### config.mk
export PLATFORM = sky130hd
export DESIGN_NAME = fetch_prefetch_flat
export DESIGN_NICKNAME = d
export VERILOG_FILES = /design/src/rtl/fetch_prefetch_if.sv /design/src/rtl/fetch_prefetch.sv /design/src/flat_wrapper.sv
export SDC_FILE = /design/constraint.sdc
export NUM_CORES = 1
export LEC_CHECK = 0
export CORE_UTILIZATION = 40
export DETAILED_ROUTE_END_ITERATION = 10
export PLACE_DENSITY_LB_ADDON = 0.08
export SKIP_CTS_REPAIR_TIMING = 1
export SLEW_MARGIN = 20
export SYNTH_ARGS = -nofsm -noshare
export SYNTH_HDL_FRONTEND = slang
export SYNTH_SLANG_ARGS = --single-unit
### constraint.sdc
create_clock -name clock -period 3.7 [get_ports clock]
set_clock_uncertainty 0.1 [all_clocks]
set_input_delay 0.74 -clock clock [delete_from_list [all_inputs] [get_ports clock]]
set_output_delay 0.74 -clock clock [all_outputs]
set_load 0.01 [all_outputs]
### src/rtl/fetch_prefetch_if.sv
// Fetch/prefetch bus: memory read handshake, PC control and buffer output.
interface fetch_prefetch_if #(
  parameter int ADDR_W = 16,
  parameter int DATA_W = 16,
  parameter int DEPTH  = 4
);
  localparam int CNT_W = $clog2(DEPTH) + 1;

  logic              enable_fetch;
  logic              enable_updatePC;
  logic              br_taken;
  logic [ADDR_W-1:0] taddr;
  logic              imem_ack;
  logic [DATA_W-1:0] imem_dout;
  logic              instrmem_rd;
  logic [ADDR_W-1:0] pc;
  logic [ADDR_W-1:0] npc;
  logic              dout_valid;
  logic              dout_ready;
  logic [DATA_W-1:0] dout_instr;
  logic [ADDR_W-1:0] dout_pc;
  logic [ADDR_W-1:0] dout_npc;
  logic [CNT_W-1:0]  count;

  modport slave (
    input  enable_fetch, enable_updatePC, br_taken, taddr, imem_ack, imem_dout, dout_ready,
    output instrmem_rd, pc, npc, dout_valid, dout_instr, dout_pc, dout_npc, count
  );

  modport master (
    output enable_fetch, enable_updatePC, br_taken, taddr, imem_ack, imem_dout, dout_ready,
    input  instrmem_rd, pc, npc, dout_valid, dout_instr, dout_pc, dout_npc, count
  );
endinterface

### src/rtl/fetch_prefetch.sv
// Instruction fetch unit: one outstanding memory read at a time, results
// collected into a first-word-fall-through prefetch buffer. A redirect
// flushes the buffer and discards any read already in flight.
module fetch_prefetch #(
  parameter int              ADDR_W   = 16,
  parameter int              DATA_W   = 16,
  parameter int              DEPTH    = 4,
  parameter logic [ADDR_W-1:0] RESET_PC = 16'h3000
) (
  input  logic               clock,
  input  logic               reset,
  fetch_prefetch_if.slave    bus
);
  localparam int PTR_W = $clog2(DEPTH);
  localparam int CNT_W = PTR_W + 1;

  typedef enum logic [1:0] {IDLE, REQ, DROP} state_t;

  state_t            r_state;
  logic [ADDR_W-1:0] r_pc;
  logic              r_rd;
  logic [PTR_W-1:0]  r_wptr, r_rptr;
  logic [CNT_W-1:0]  r_count;
  logic [DATA_W-1:0] r_mem_instr [DEPTH];
  logic [ADDR_W-1:0] r_mem_pc    [DEPTH];
  logic [ADDR_W-1:0] r_mem_npc   [DEPTH];

  logic              w_redirect, w_issue, w_push, w_pop;
  logic [ADDR_W-1:0] w_npc;

  assign w_npc      = r_pc + ADDR_W'(1);
  assign w_redirect = bus.br_taken & bus.enable_updatePC;
  // A redirect in IDLE wins over issue; a full buffer blocks issue so a push
  // can never overflow.
  assign w_issue    = (r_state == IDLE) & bus.enable_fetch & bus.enable_updatePC &
                      ~bus.br_taken & (r_count < CNT_W'(DEPTH));
  // Ack data coinciding with a redirect belongs to the old stream.
  assign w_push     = (r_state == REQ) & bus.imem_ack & ~w_redirect;
  assign w_pop      = bus.dout_ready & (r_count != '0) & ~w_redirect;

  // Fetch FSM: owns pc and the registered read strobe.
  always_ff @(posedge clock or negedge reset) begin
    if (!reset) begin
      r_state <= IDLE;
      r_pc    <= RESET_PC;
      r_rd    <= 1'b0;
    end else begin
      case (r_state)
        IDLE: begin
          if (w_redirect) begin
            r_pc <= bus.taddr;
          end else if (w_issue) begin
            r_state <= REQ;
            r_rd    <= 1'b1;
          end
        end
        REQ: begin
          if (w_redirect) begin
            r_pc <= bus.taddr;
            if (bus.imem_ack) begin
              r_state <= IDLE;
              r_rd    <= 1'b0;
            end else begin
              r_state <= DROP;
            end
          end else if (bus.imem_ack) begin
            r_pc    <= w_npc;
            r_state <= IDLE;
            r_rd    <= 1'b0;
          end
        end
        DROP: begin
          if (w_redirect) r_pc <= bus.taddr;
          if (bus.imem_ack) begin
            r_state <= IDLE;
            r_rd    <= 1'b0;
          end
        end
        default: begin
          r_state <= IDLE;
          r_rd    <= 1'b0;
        end
      endcase
    end
  end

  // Buffer bookkeeping: pointers wrap naturally since DEPTH is a power of two.
  always_ff @(posedge clock or negedge reset) begin
    if (!reset) begin
      r_wptr  <= '0;
      r_rptr  <= '0;
      r_count <= '0;
    end else if (w_redirect) begin
      r_wptr  <= '0;
      r_rptr  <= '0;
      r_count <= '0;
    end else begin
      if (w_push) r_wptr <= r_wptr + PTR_W'(1);
      if (w_pop)  r_rptr <= r_rptr + PTR_W'(1);
      case ({w_push, w_pop})
        2'b10:   r_count <= r_count + CNT_W'(1);
        2'b01:   r_count <= r_count - CNT_W'(1);
        default: r_count <= r_count;
      endcase
    end
  end

  // Buffer storage; no reset needed, occupancy tracking gates visibility.
  always_ff @(posedge clock) begin
    if (w_push) begin
      r_mem_instr[r_wptr] <= bus.imem_dout;
      r_mem_pc[r_wptr]    <= r_pc;
      r_mem_npc[r_wptr]   <= w_npc;
    end
  end

  assign bus.instrmem_rd = r_rd;
  assign bus.pc          = r_pc;
  assign bus.npc         = w_npc;
  assign bus.count       = r_count;
  assign bus.dout_valid  = (r_count != '0);
  assign bus.dout_instr  = r_mem_instr[r_rptr];
  assign bus.dout_pc     = r_mem_pc[r_rptr];
  assign bus.dout_npc    = r_mem_npc[r_rptr];
endmodule

### src/flat_wrapper.sv
// flat-port wrapper written by rule: the top's interface ports become plain ports
module fetch_prefetch_flat 
#(
  parameter int              ADDR_W   = 16,
  parameter int              DATA_W   = 16,
  parameter int              DEPTH    = 4,
  parameter logic [ADDR_W-1:0] RESET_PC = 16'h3000
)
  (clock, reset, bus_enable_fetch, bus_enable_updatePC, bus_br_taken, bus_taddr, bus_imem_ack, bus_imem_dout, bus_dout_ready, bus_instrmem_rd, bus_pc, bus_npc, bus_dout_valid, bus_dout_instr, bus_dout_pc, bus_dout_npc, bus_count);
  fetch_prefetch_if #(.ADDR_W(ADDR_W), .DATA_W(DATA_W), .DEPTH(DEPTH)) bus_i ();
  input  logic clock;
  input  logic reset;
  input wire logic [$bits(bus_i.enable_fetch)-1:0] bus_enable_fetch;
  input wire logic [$bits(bus_i.enable_updatePC)-1:0] bus_enable_updatePC;
  input wire logic [$bits(bus_i.br_taken)-1:0] bus_br_taken;
  input wire logic [$bits(bus_i.taddr)-1:0] bus_taddr;
  input wire logic [$bits(bus_i.imem_ack)-1:0] bus_imem_ack;
  input wire logic [$bits(bus_i.imem_dout)-1:0] bus_imem_dout;
  input wire logic [$bits(bus_i.dout_ready)-1:0] bus_dout_ready;
  output wire logic [$bits(bus_i.instrmem_rd)-1:0] bus_instrmem_rd;
  output wire logic [$bits(bus_i.pc)-1:0] bus_pc;
  output wire logic [$bits(bus_i.npc)-1:0] bus_npc;
  output wire logic [$bits(bus_i.dout_valid)-1:0] bus_dout_valid;
  output wire logic [$bits(bus_i.dout_instr)-1:0] bus_dout_instr;
  output wire logic [$bits(bus_i.dout_pc)-1:0] bus_dout_pc;
  output wire logic [$bits(bus_i.dout_npc)-1:0] bus_dout_npc;
  output wire logic [$bits(bus_i.count)-1:0] bus_count;
  assign bus_i.enable_fetch = bus_enable_fetch;
  assign bus_i.enable_updatePC = bus_enable_updatePC;
  assign bus_i.br_taken = bus_br_taken;
  assign bus_i.taddr = bus_taddr;
  assign bus_i.imem_ack = bus_imem_ack;
  assign bus_i.imem_dout = bus_imem_dout;
  assign bus_i.dout_ready = bus_dout_ready;
  assign bus_instrmem_rd = bus_i.instrmem_rd;
  assign bus_pc = bus_i.pc;
  assign bus_npc = bus_i.npc;
  assign bus_dout_valid = bus_i.dout_valid;
  assign bus_dout_instr = bus_i.dout_instr;
  assign bus_dout_pc = bus_i.dout_pc;
  assign bus_dout_npc = bus_i.dout_npc;
  assign bus_count = bus_i.count;
  fetch_prefetch #(.ADDR_W(ADDR_W), .DATA_W(DATA_W), .DEPTH(DEPTH), .RESET_PC(RESET_PC)) u_core (.clock(clock), .reset(reset), .bus(bus_i));
endmodule
==> impl_results.md, run 1 <==
- Final Wtd Congestion: 0.855
- Average wire per standard cell: between 20 and 25 um
- Simple-Gate Fraction of Synth Area: 0.0432
- Post-synthesis mux area share: 0.126
- Number of I/O pins: around 120
- Commonest non-fill, non-tap cells in the layout: edfxtp_1 (192), clkdlybuf4s50_1 (123), mux4_2 (48)
- Final worst-path setup slack: ~0.12 ns
- Root Buffer: clkbuf_16
- Die Y: 150 um
- FF+latch count, synth: ~220
- Slew headroom: 0.342
- Synthesized-area fraction occupied by adder cells: 0.0165
- Post-synth EDFFs: around 190
- Yosys top cell area share: 0.656
- DRT antenna net count: 0
- Final #Nets: ~660
- First-pass GRT wire length: 29400 um
- Fin crit period: about 3.6 ns
- Core Rows: between 50 and 60
- Largest net degree at the start of global routing: 40
- Maximum VDD drop: roughly 0.49 mV
- Seq/Total Area, Yosys: 0.731
- Synth area leaders: edfxtp_1 (66%), mux4_2 (12%), dfrtp_1 (6.8%)
- GR Overflow Total: 0
- Final wirelength: between 15000 and 20000 um
- Crit path max fanout: 9
- Layout cell share with drive strength beyond 1: 0.227
- # port buffers: between 100 and 150
- Hold WC Path Type: reg -> reg
- CTS buffer count: 24
- Cell taking the most area after synthesis: edfxtp_1
- Post-DR vias/cell: between 5 and 6
- Lkg Pwr: roughly 3.8 nW
- WP data required: 2.86 ns
- Worst setup EP type: primary output
- Sink Count: about 220
- Worst hold margin: ~0.43 ns
- Placement Setup Slack: roughly 0.34 ns
- CTS tree: built
- Cells after DPL: between 800 and 900
- DR iter-0 viols: between 200 and 250
- Die X: roughly 150 um
- XOR/XNOR Fraction of Synth Area: 0.0189
- Commonest non-fill, non-tap cell in the layout: edfxtp_1
- Net count after synthesis: 507
- Unrepaired setup endpoints after global routing: true
- # diodes: 0
- Fraction of registers with async set/reset: 0.119
- Final HPWL DP: roughly 12000 um
- Final Hold Fails: 0
- Power density over cell area: 800 nW/um2
- Worst slew pin tran: just under 1 ns
- Max-Cap Viols: 0
- Cell variety after synth: 47
- GRT Total Usage: 0.176
- Worst setup SP type: flip-flop
- Post-Place Cell Area: ~10000 um2
- Status: complete, no violations
- Max Freq: between 200 and 300 MHz
- Core ar.: roughly 21000 um2
- Drt pass-1 iters: 4
- Top FF cell, synth: edfxtp_1
- Die area: between 20000 and 25000 um2
- Total number of vias: between 4000 and 5000
- Max Root-Sink Buffers: 3
- Post-synth design cell area: 8790 um2
- Syn avg cell area: ~19 um2
- H-tree Lvls: 1
- Design Power: 9.12 mW
- Final Cell Area: ~11000 um2
- Ys Warns: 0
- Final worst-path cycle share: 0.969
- Cells after Synth: around 460
- Layout Area Growth over Synthesis: 29.8%
- Final non-filler cell total: roughly 900
- DRC: 0
- Synth Area in Compound Gates: 0.0471
- Clock Pin Slew Worst Setup and Hold Paths: about 0.060 ns
- Clock Latency Late Sink: 0.52 ns
- Max Slew Vio Count: 0
- Number of global-route vias before repair: about 5000
- Initial antenna violation count: 0
- Setup-failing EPs final: 0
- Combinational family with the most area after synthesis: multiplexers
- Worst setup path category: reg -> out
- CP arrival: between 2 and 3 ns
- Initial Util: 0.413
-- worst max-delay path, cell delays in order (launching register included) --
cell and delay [ns]:
dfrtp_1 0.52, ha_1 0.29, and2_2 0.26, nand4_1 0.16, xnor2_1 0.34, clkdlybuf4s50_1 0.65
-- synthesized netlist by cell type, drive strengths merged, types with 3 or more instances --
cell	n
a211oi	13
a21oi	6
a2bb2oi	12
and2	6
and3	4
buf	15
clkbuf	10
dfrtp	24
edfxtp	192
ha	10
inv	8
mux2i	3
mux4	48
nand2	17
nand2b	3
nand3	10
nand4	7
nor2	11
o21ai	9
o22ai	9
xnor2	15
xor2	4
-- power by group --
part / switching [mW] / total [mW] / leakage (nW) / internal (mW)
combinational: 1.47 / 3.13 / 1.37 / 1.66
clock: 0.951 / 2.52 / 0.406 / 1.57
sequential: 0.284 / 3.47 / 2.03 / 3.19
total: 2.71 / 9.12 / 3.81 / 6.42
-- flip-flops by register name, summed over array words and instances (netlist names) --
signal	count
u_core.r_mem_instr	64
u_core.r_wptr	2
u_core.r_mem_pc	64
u_core.r_state	2
u_core.bus.pc	16
u_core.r_rptr	2
u_core.r_mem_npc	64
u_core.bus.instrmem_rd	1
u_core.bus.count	3
-- per-layer routing --
metal / global-route usage / up-vias / wire [um] / part of all wire
met4: 0.0419 / 0 / 391 / 0.020
met2: 0.282 / 124 / 9010 / 0.47
met5: 0 / - / 0 / 0
met1: 0.244 / 2422 / 8610 / 0.45
met3: 0.0382 / 27 / 1170 / 0.061
li1: - / 2164 / - / -
-- per-stage QoR --
stage	TNS, ns	util
6_report	0	0.536
5_1_grt	-0.0254	0.536
4_1_cts	-0.260	0.533
3_5_place_dp	0	0.493
3_3_place_gp	0	0.493
2_1_floorplan	0	-
-- cells by family (layout without fill, tap and decap cells) --
kind of cell | after synthesis | count (layout)
XOR/XNOR | 19 | 19
flip-flops | 218 | 218
buffers and inverters | 33 | 202
AND/OR/NAND/NOR | 69 | 69
adder cells (fa/ha/maj) | 11 | 11
AO/OA/AOI/OAI | 56 | 56
multiplexers | 51 | 51
-- worst paths after layout --
check | startpoint | end | slack (ns) | cells past startpoint
max | u_core.bus.pc[1] | bus_npc[6] | 0.12 | 5
min | u_core.bus.instrmem_rd | u_core.bus.instrmem_rd | 0.43 | 2
max reg2reg | u_core.r_state[1] | u_core.bus.count[2] | 1.12 | 10
min reg2reg | u_core.bus.instrmem_rd | u_core.bus.instrmem_rd | 0.43 | 2
max in group asynchronous | reset | u_core.r_rptr[0] | 2.67 | 2
min in group asynchronous | reset | u_core.bus.count[0] | 0.51 | 2
-- layout make-up --
class | instances | area (um2)
clock buffers | 30 | 633
clock inverters | 13 | 210
well taps | 275 | 344
fillers | 1705 | 9880
repair buffers | 151 | 1480
multi-input cells | 206 | 2290
inverters | 8 | 30.0
flip-flops and latches | 218 | 6420
(Power assumes the default switching activity.)
==> run 2: changes to the inputs <==
CORE_UTILIZATION = 45   (was 40)
==> run 2 against run 1 <==
  * Fmax up 0.66%
  * Sequential cell count unchanged
  * First-iteration DRC count up 25%
  * Die area down 11%
  * Clock power down 9.9%
  * Final area down 1.5%
  * Via count up 0.82%
  * Critical endpoint is now bus_npc[13]
==> impl_results.md, run 2 (synthesis results as in run 1) <==
- Slew headroom: 0.338 (was 0.342)
- Post-Place Cell Area: 10400 um2 (was 10500 um2)
- Lkg Pwr: 3.71 nW (was 3.81 nW)
- Core ar.: 18900 um2 (was 21300 um2)
- Final Hold Fails: 0 (unchanged)
- Max Slew Vio Count: 0 (unchanged)
- Placement Setup Slack: 0.355 ns (was 0.340 ns)
- Worst path cell trace: nand3_2 -> or4_4 -> xnor2_2 -> clkdlybuf4s50_1 (was ha_1 -> and2_2 -> nand4_1 -> xnor2_1 -> clkdlybuf4s50_1)
- Path depth of the worst reg2reg path: 10 (unchanged)
- Die Y: 142 um (was 150 um)
- Max-Cap Viols: 0 (unchanged)
- Drt pass-1 iters: 4 (unchanged)
- Clock Pin Slew Worst Setup and Hold Paths: 0.06 ns (about the same)
- Final #Nets: 648 (was 659)
- DR iter-0 viols: 300 (was 240)
- DRT antenna net count: 0 (unchanged)
- CTS buffer count: 23 (was 24)
- Die X: 142 um (was 150 um)
- Fin Setup TNS: 0 ns (unchanged)
- Cells after DPL: 833 (was 856)
- Sink Count: 218 (unchanged)
- Hold path cells: 2 (unchanged)
- Layout Area Growth over Synthesis: 27.9% (was 29.8%)
- Critical-path top delay cell: or4_4 (was clkdlybuf4s50_1)
- GRT Total Usage: 0.187 (was 0.176)
- Power density over cell area: 783 nW/um2 (was 800 nW/um2)
- Setup-failing EPs final: 0 (unchanged)
- Crit path depth: 4 (was 5)
- Post-DR vias/cell: 5.46 (was 5.26)
- Worst setup SP type: flip-flop (unchanged)
- Hold WC Path Type: reg -> reg (unchanged)
- Final Wtd Congestion: 0.916 (was 0.855)
- Final non-filler cell total: 874 (was 901)
- Core Rows: 50 (was 53)
- Worst setup EP type: primary output (unchanged)
- Unrepaired setup endpoints after global routing: false (was true)
- Fillers: 1441 (was 1705)
- Max Freq: 281 MHz (was 279 MHz)
- First-pass GRT wire length: 28200 um (was 29400 um)
- Post-layout util: 0.595 (was 0.536)
- Final worst-path setup slack: 0.140 ns (was 0.116 ns)
- Crit path max fanout: 11 (was 9)
- Biggest regs: u_core.r_mem_instr (64), u_core.r_mem_npc (64), u_core.r_mem_pc (64) (unchanged)
- Commonest non-fill, non-tap cells in the layout: edfxtp_1 (192), clkdlybuf4s50_1 (123), mux4_2 (48) (unchanged)
- Layout cell share with drive strength beyond 1: 0.215 (was 0.227)
- Number of I/O pins: 124 (unchanged)
- Critical Path Max Stage Delay: 0.61 ns (was 0.65 ns)
- GR Overflow Total: 0 (unchanged)
- Final Cell Area: 11200 um2 (was 11400 um2)
- Initial Util: 0.465 (was 0.413)
- CTS tree: built (unchanged)
- Worst hold margin: 0.443 ns (was 0.434 ns)
- Bufs and invs on worst path: 1 (unchanged)
- Status: complete, no violations (unchanged)
- # diodes: 0 (unchanged)
- Largest net degree at the start of global routing: 40 (unchanged)
- Total number of vias: 4776 (was 4737)
- Final wirelength: 18500 um (was 19200 um)
- Final HPWL DP: 11800 um (was 11900 um)
- Family with the most delay on the worst path: simple AND/OR/NAND/NOR gates (was buffers and inverters)
- WP data required: 2.86 ns (about the same)
- Design Power: 8.80 mW (was 9.12 mW)
- H-tree Lvls: 1 (unchanged)
- Number of global-route vias before repair: 4883 (was 5034)
- Root Buffer: clkbuf_16 (unchanged)
- Fin crit period: 3.56 ns (was 3.58 ns)
- Clock Latency Late Sink: 0.49 ns (was 0.52 ns)
- Commonest non-fill, non-tap cell in the layout: edfxtp_1 (unchanged)
- Die area: 20100 um2 (was 22600 um2)
- DRC: 0 (unchanged)
- Multi-input logic area: 2270 um2 (was 2290 um2)
- Max Root-Sink Buffers: 3 (unchanged)
- Initial antenna violation count: 0 (unchanged)
- Worst setup path category: reg -> out (unchanged)
- Maximum VDD drop: 0.390 mV (was 0.490 mV)
- CP arrival: 2.72 ns (was 2.74 ns)
- Average wire per standard cell: 21.1 um (was 21.3 um)
- # port buffers: 123 (unchanged)
- Final worst-path cycle share: 0.962 (was 0.969)
- Worst slew pin tran: 0.990 ns (was 0.983 ns)
- FF+latch area: 6430 um2 (was 6420 um2)
[run 2: where the power goes]
group | leakage [nW] | total (mW) | switching (mW) | internal [mW]
logic | 1.31 | 2.95 | 1.35 | 1.61
clock network | 0.370 | 2.27 | 0.882 | 1.38
registers | 2.03 | 3.58 | 0.386 | 3.19
[run 2: path summary, 6_finish.rpt]
path | endpoint | from | slack [ns]
setup reg to reg | u_core.bus.count[2] | u_core.r_state[1] | 1.08
hold reg to reg | u_core.bus.instrmem_rd | u_core.bus.instrmem_rd | 0.44
max in group asynchronous | u_core.bus.pc[1] | reset | 2.17
hold / removal | u_core.bus.instrmem_rd | u_core.bus.instrmem_rd | 0.44
min in group asynchronous | u_core.bus.count[0] | reset | 0.63
setup / recovery | bus_npc[13] | u_core.bus.pc[2] | 0.14
[run 2: layout make-up]
cell class	count	area share
clock buffer	32	0.0587
clock inverter	9	0.00946
inverter	8	0.00267
multi-input combinational	206	0.202
sequential	218	0.572
tap	260	0.0290
timing repair buffer	141	0.126
[run 2: layer usage]
metal | track usage | up-vias | wire (um)
li1 | - | 2146 | -
met1 | 0.257 | 2450 | 7980
met2 | 0.308 | 155 | 8890
met3 | 0.0398 | 25 | 1270
met4 | 0.0441 | 0 | 330
met5 | 0 | - | 0
[run 2: tightest hold or removal path, delay by kind of cell, from the launching register on]
kind / cells / cell delay, ns
DFF: 1 / 0.35
AOI/OAI and AO/OA: 2 / 0.14
==> run 3: changes to the inputs <==
CORE_UTILIZATION = 54   (was 45)
==> run 3 against run 2 <==
  * First-iteration DRC count grew 15%
  * Global-route usage grew 3.4 points
  * Final area shrank 1.1%
  * Non-clock buffer count grew 4
  * Sequential power shrank 3%
  * Critical endpoint is now bus_npc[15]
  * Highest routed layer unchanged
==> impl_results.md, run 3 (synthesis results as in run 1) <==
- Status: complete, no violations (unchanged)
- Final Hold Fails: 0 (unchanged)
- Worst setup path category: reg -> out (unchanged)
- Layout Area Growth over Synthesis: 26.5% (was 27.9%)
- Worst hold margin: 0.433 ns (was 0.443 ns)
- Biggest regs: u_core.r_mem_instr (64), u_core.r_mem_npc (64), u_core.r_mem_pc (64) (unchanged)
- H-tree Lvls: 1 (unchanged)
- Clock Latency Late Sink: 0.50 ns (was 0.49 ns)
- DR iter-0 viols: 345 (was 300)
- Commonest non-fill, non-tap cell in the layout: edfxtp_1 (unchanged)
- Post-DR vias/cell: 5.72 (was 5.46)
- Max Root-Sink Buffers: 3 (unchanged)
- Worst setup EP type: primary output (unchanged)
- Die area: 16800 um2 (was 20100 um2)
- Lkg Pwr: 3.70 nW (was 3.71 nW)
- Fin crit period: 3.56 ns (about the same)
- DRC: 0 (unchanged)
- Layout cell share with drive strength beyond 1: 0.208 (was 0.215)
- Number of global-route vias before repair: 4872 (was 4883)
- Core ar.: 15900 um2 (was 18900 um2)
- Core Rows: 46 (was 50)
- Initial Util: 0.553 (was 0.465)
- Final Wtd Congestion: 0.838 (was 0.916)
- GR Overflow Total: 0 (unchanged)
- CTS buffer count: 23 (unchanged)
- Number of I/O pins: 124 (unchanged)
- # diodes: 0 (unchanged)
- Largest net degree at the start of global routing: 40 (unchanged)
- Routed wl met2: 8950 um (was 8890 um)
- Post-Place Cell Area: 10400 um2 (about the same)
- Root Buffer: clkbuf_16 (unchanged)
- M1 WL: 7630 um (was 7980 um)
- GRT Total Usage: 0.222 (was 0.187)
- Highest routed metal layer: met4 (unchanged)
- Max-Cap Viols: 0 (unchanged)
- Setup-failing EPs final: 0 (unchanged)
- Sink Count: 218 (unchanged)
- Drt pass-1 iters: 4 (unchanged)
- WP data required: 2.86 ns (about the same)
- CTS tree: built (unchanged)
- Clock Pin Slew Worst Setup and Hold Paths: 0.06 ns (about the same)
- Power density over cell area: 772 nW/um2 (was 783 nW/um2)
- Commonest non-fill, non-tap cells in the layout: edfxtp_1 (192), clkdlybuf4s50_1 (123), mux4_2 (48) (unchanged)
- Total number of vias: 4744 (was 4776)
- Final #Nets: 652 (was 648)
- Max Slew Vio Count: 0 (unchanged)
- DRT antenna net count: 0 (unchanged)
- Slew headroom: 0.334 (was 0.338)
- Worst slew pin tran: 0.995 ns (was 0.990 ns)
- Final HPWL DP: 11500 um (was 11800 um)
- Maximum VDD drop: 0.483 mV (was 0.390 mV)
- Final wirelength: 18000 um (was 18500 um)
- First-pass GRT wire length: 27400 um (was 28200 um)
- Initial antenna violation count: 0 (unchanged)
- Hold WC Path Type: reg -> reg (unchanged)
- # port buffers: 123 (unchanged)
- Die X: 130 um (was 142 um)
- Wire length on met3: 1090 um (was 1270 um)
- Crit path max fanout: 11 (unchanged)
- Max Freq: 281 MHz (about the same)
- Post-layout util: 0.700 (was 0.595)
- Worst setup SP type: flip-flop (unchanged)
- Final Cell Area: 11100 um2 (was 11200 um2)
- Die Y: 130 um (was 142 um)
- Average wire per standard cell: 21.7 um (was 21.1 um)
- Final worst-path cycle share: 0.961 (was 0.962)
- CP arrival: 2.72 ns (about the same)
-- run 3: cell types whose count changed in the layout (fill, tap and decap cells not counted), sizes merged --
cell | previous run | this run
clkbuf | 32 | 26
clkinv | 5 | 10
buf | 18 | 22
clkinvlp | 2 | 0
bufinv | 2 | 1
-- run 3: metrics by stage --
| step | power (mW) | TNS (ns) | std cells | setup slack [ns] |
|---|---|---|---|---|
| after floorplan | 5.10 | 0 | 457 | 0.720 |
| after global placement | 6.50 | 0 | 793 | 0.488 |
| after detailed placement | 6.56 | 0 | 793 | 0.380 |
| after CTS | 8.63 | -0.142 | 830 | -0.0491 |
| after global routing | 8.98 | -0.000937 | 830 | -0.000937 |
| final | 8.58 | 0 | 830 | 0.143 |
-- run 3: path summary, 6_finish.rpt --
check                                          to  slack [ns]  depth (start not counted)                   start
setup / recovery                      bus_npc[15]        0.14                          4        u_core.bus.pc[2]
hold / removal             u_core.bus.instrmem_rd        0.43                          2  u_core.bus.instrmem_rd
setup reg to reg              u_core.bus.count[2]        1.11                         10       u_core.r_state[1]
hold reg to reg            u_core.bus.instrmem_rd        0.43                          2  u_core.bus.instrmem_rd
max in group asynchronous       u_core.bus.pc[12]        2.02                          2                   reset
min in group asynchronous     u_core.bus.count[1]        0.69                          1                   reset
-- run 3: report_power, final --
group | switching (mW) | internal, mW
logic | 1.41 | 1.62
registers | 0.298 | 3.19
clock network | 0.867 | 1.19
-- run 3: cell type report --
type                            count  area [um2]
Fill cell                        1070        4770
Clock inverter                     11        73.8
Inverter                            8        30.0
Clock buffer                       26         587
Tap cell                          216         270
Multi-Input combinational cell    206        2280
Sequential cell                   218        6430
Timing Repair Buffer              145        1450
-- run 3: worst max-delay path, cell delays in order (launching register included) --
cell and delay (ns):
dfrtp_1 0.54, nand3_2 0.18, or4_4 0.61, xnor2_2 0.27, clkdlybuf4s50_1 0.61
-- run 3: routing by layer --
layer | vias up | global-route usage
li1 | 2142 | -
met1 | 2433 | 0.300
met2 | 139 | 0.370
met3 | 30 | 0.0471
met4 | 0 | 0.0609
met5 | - | 0
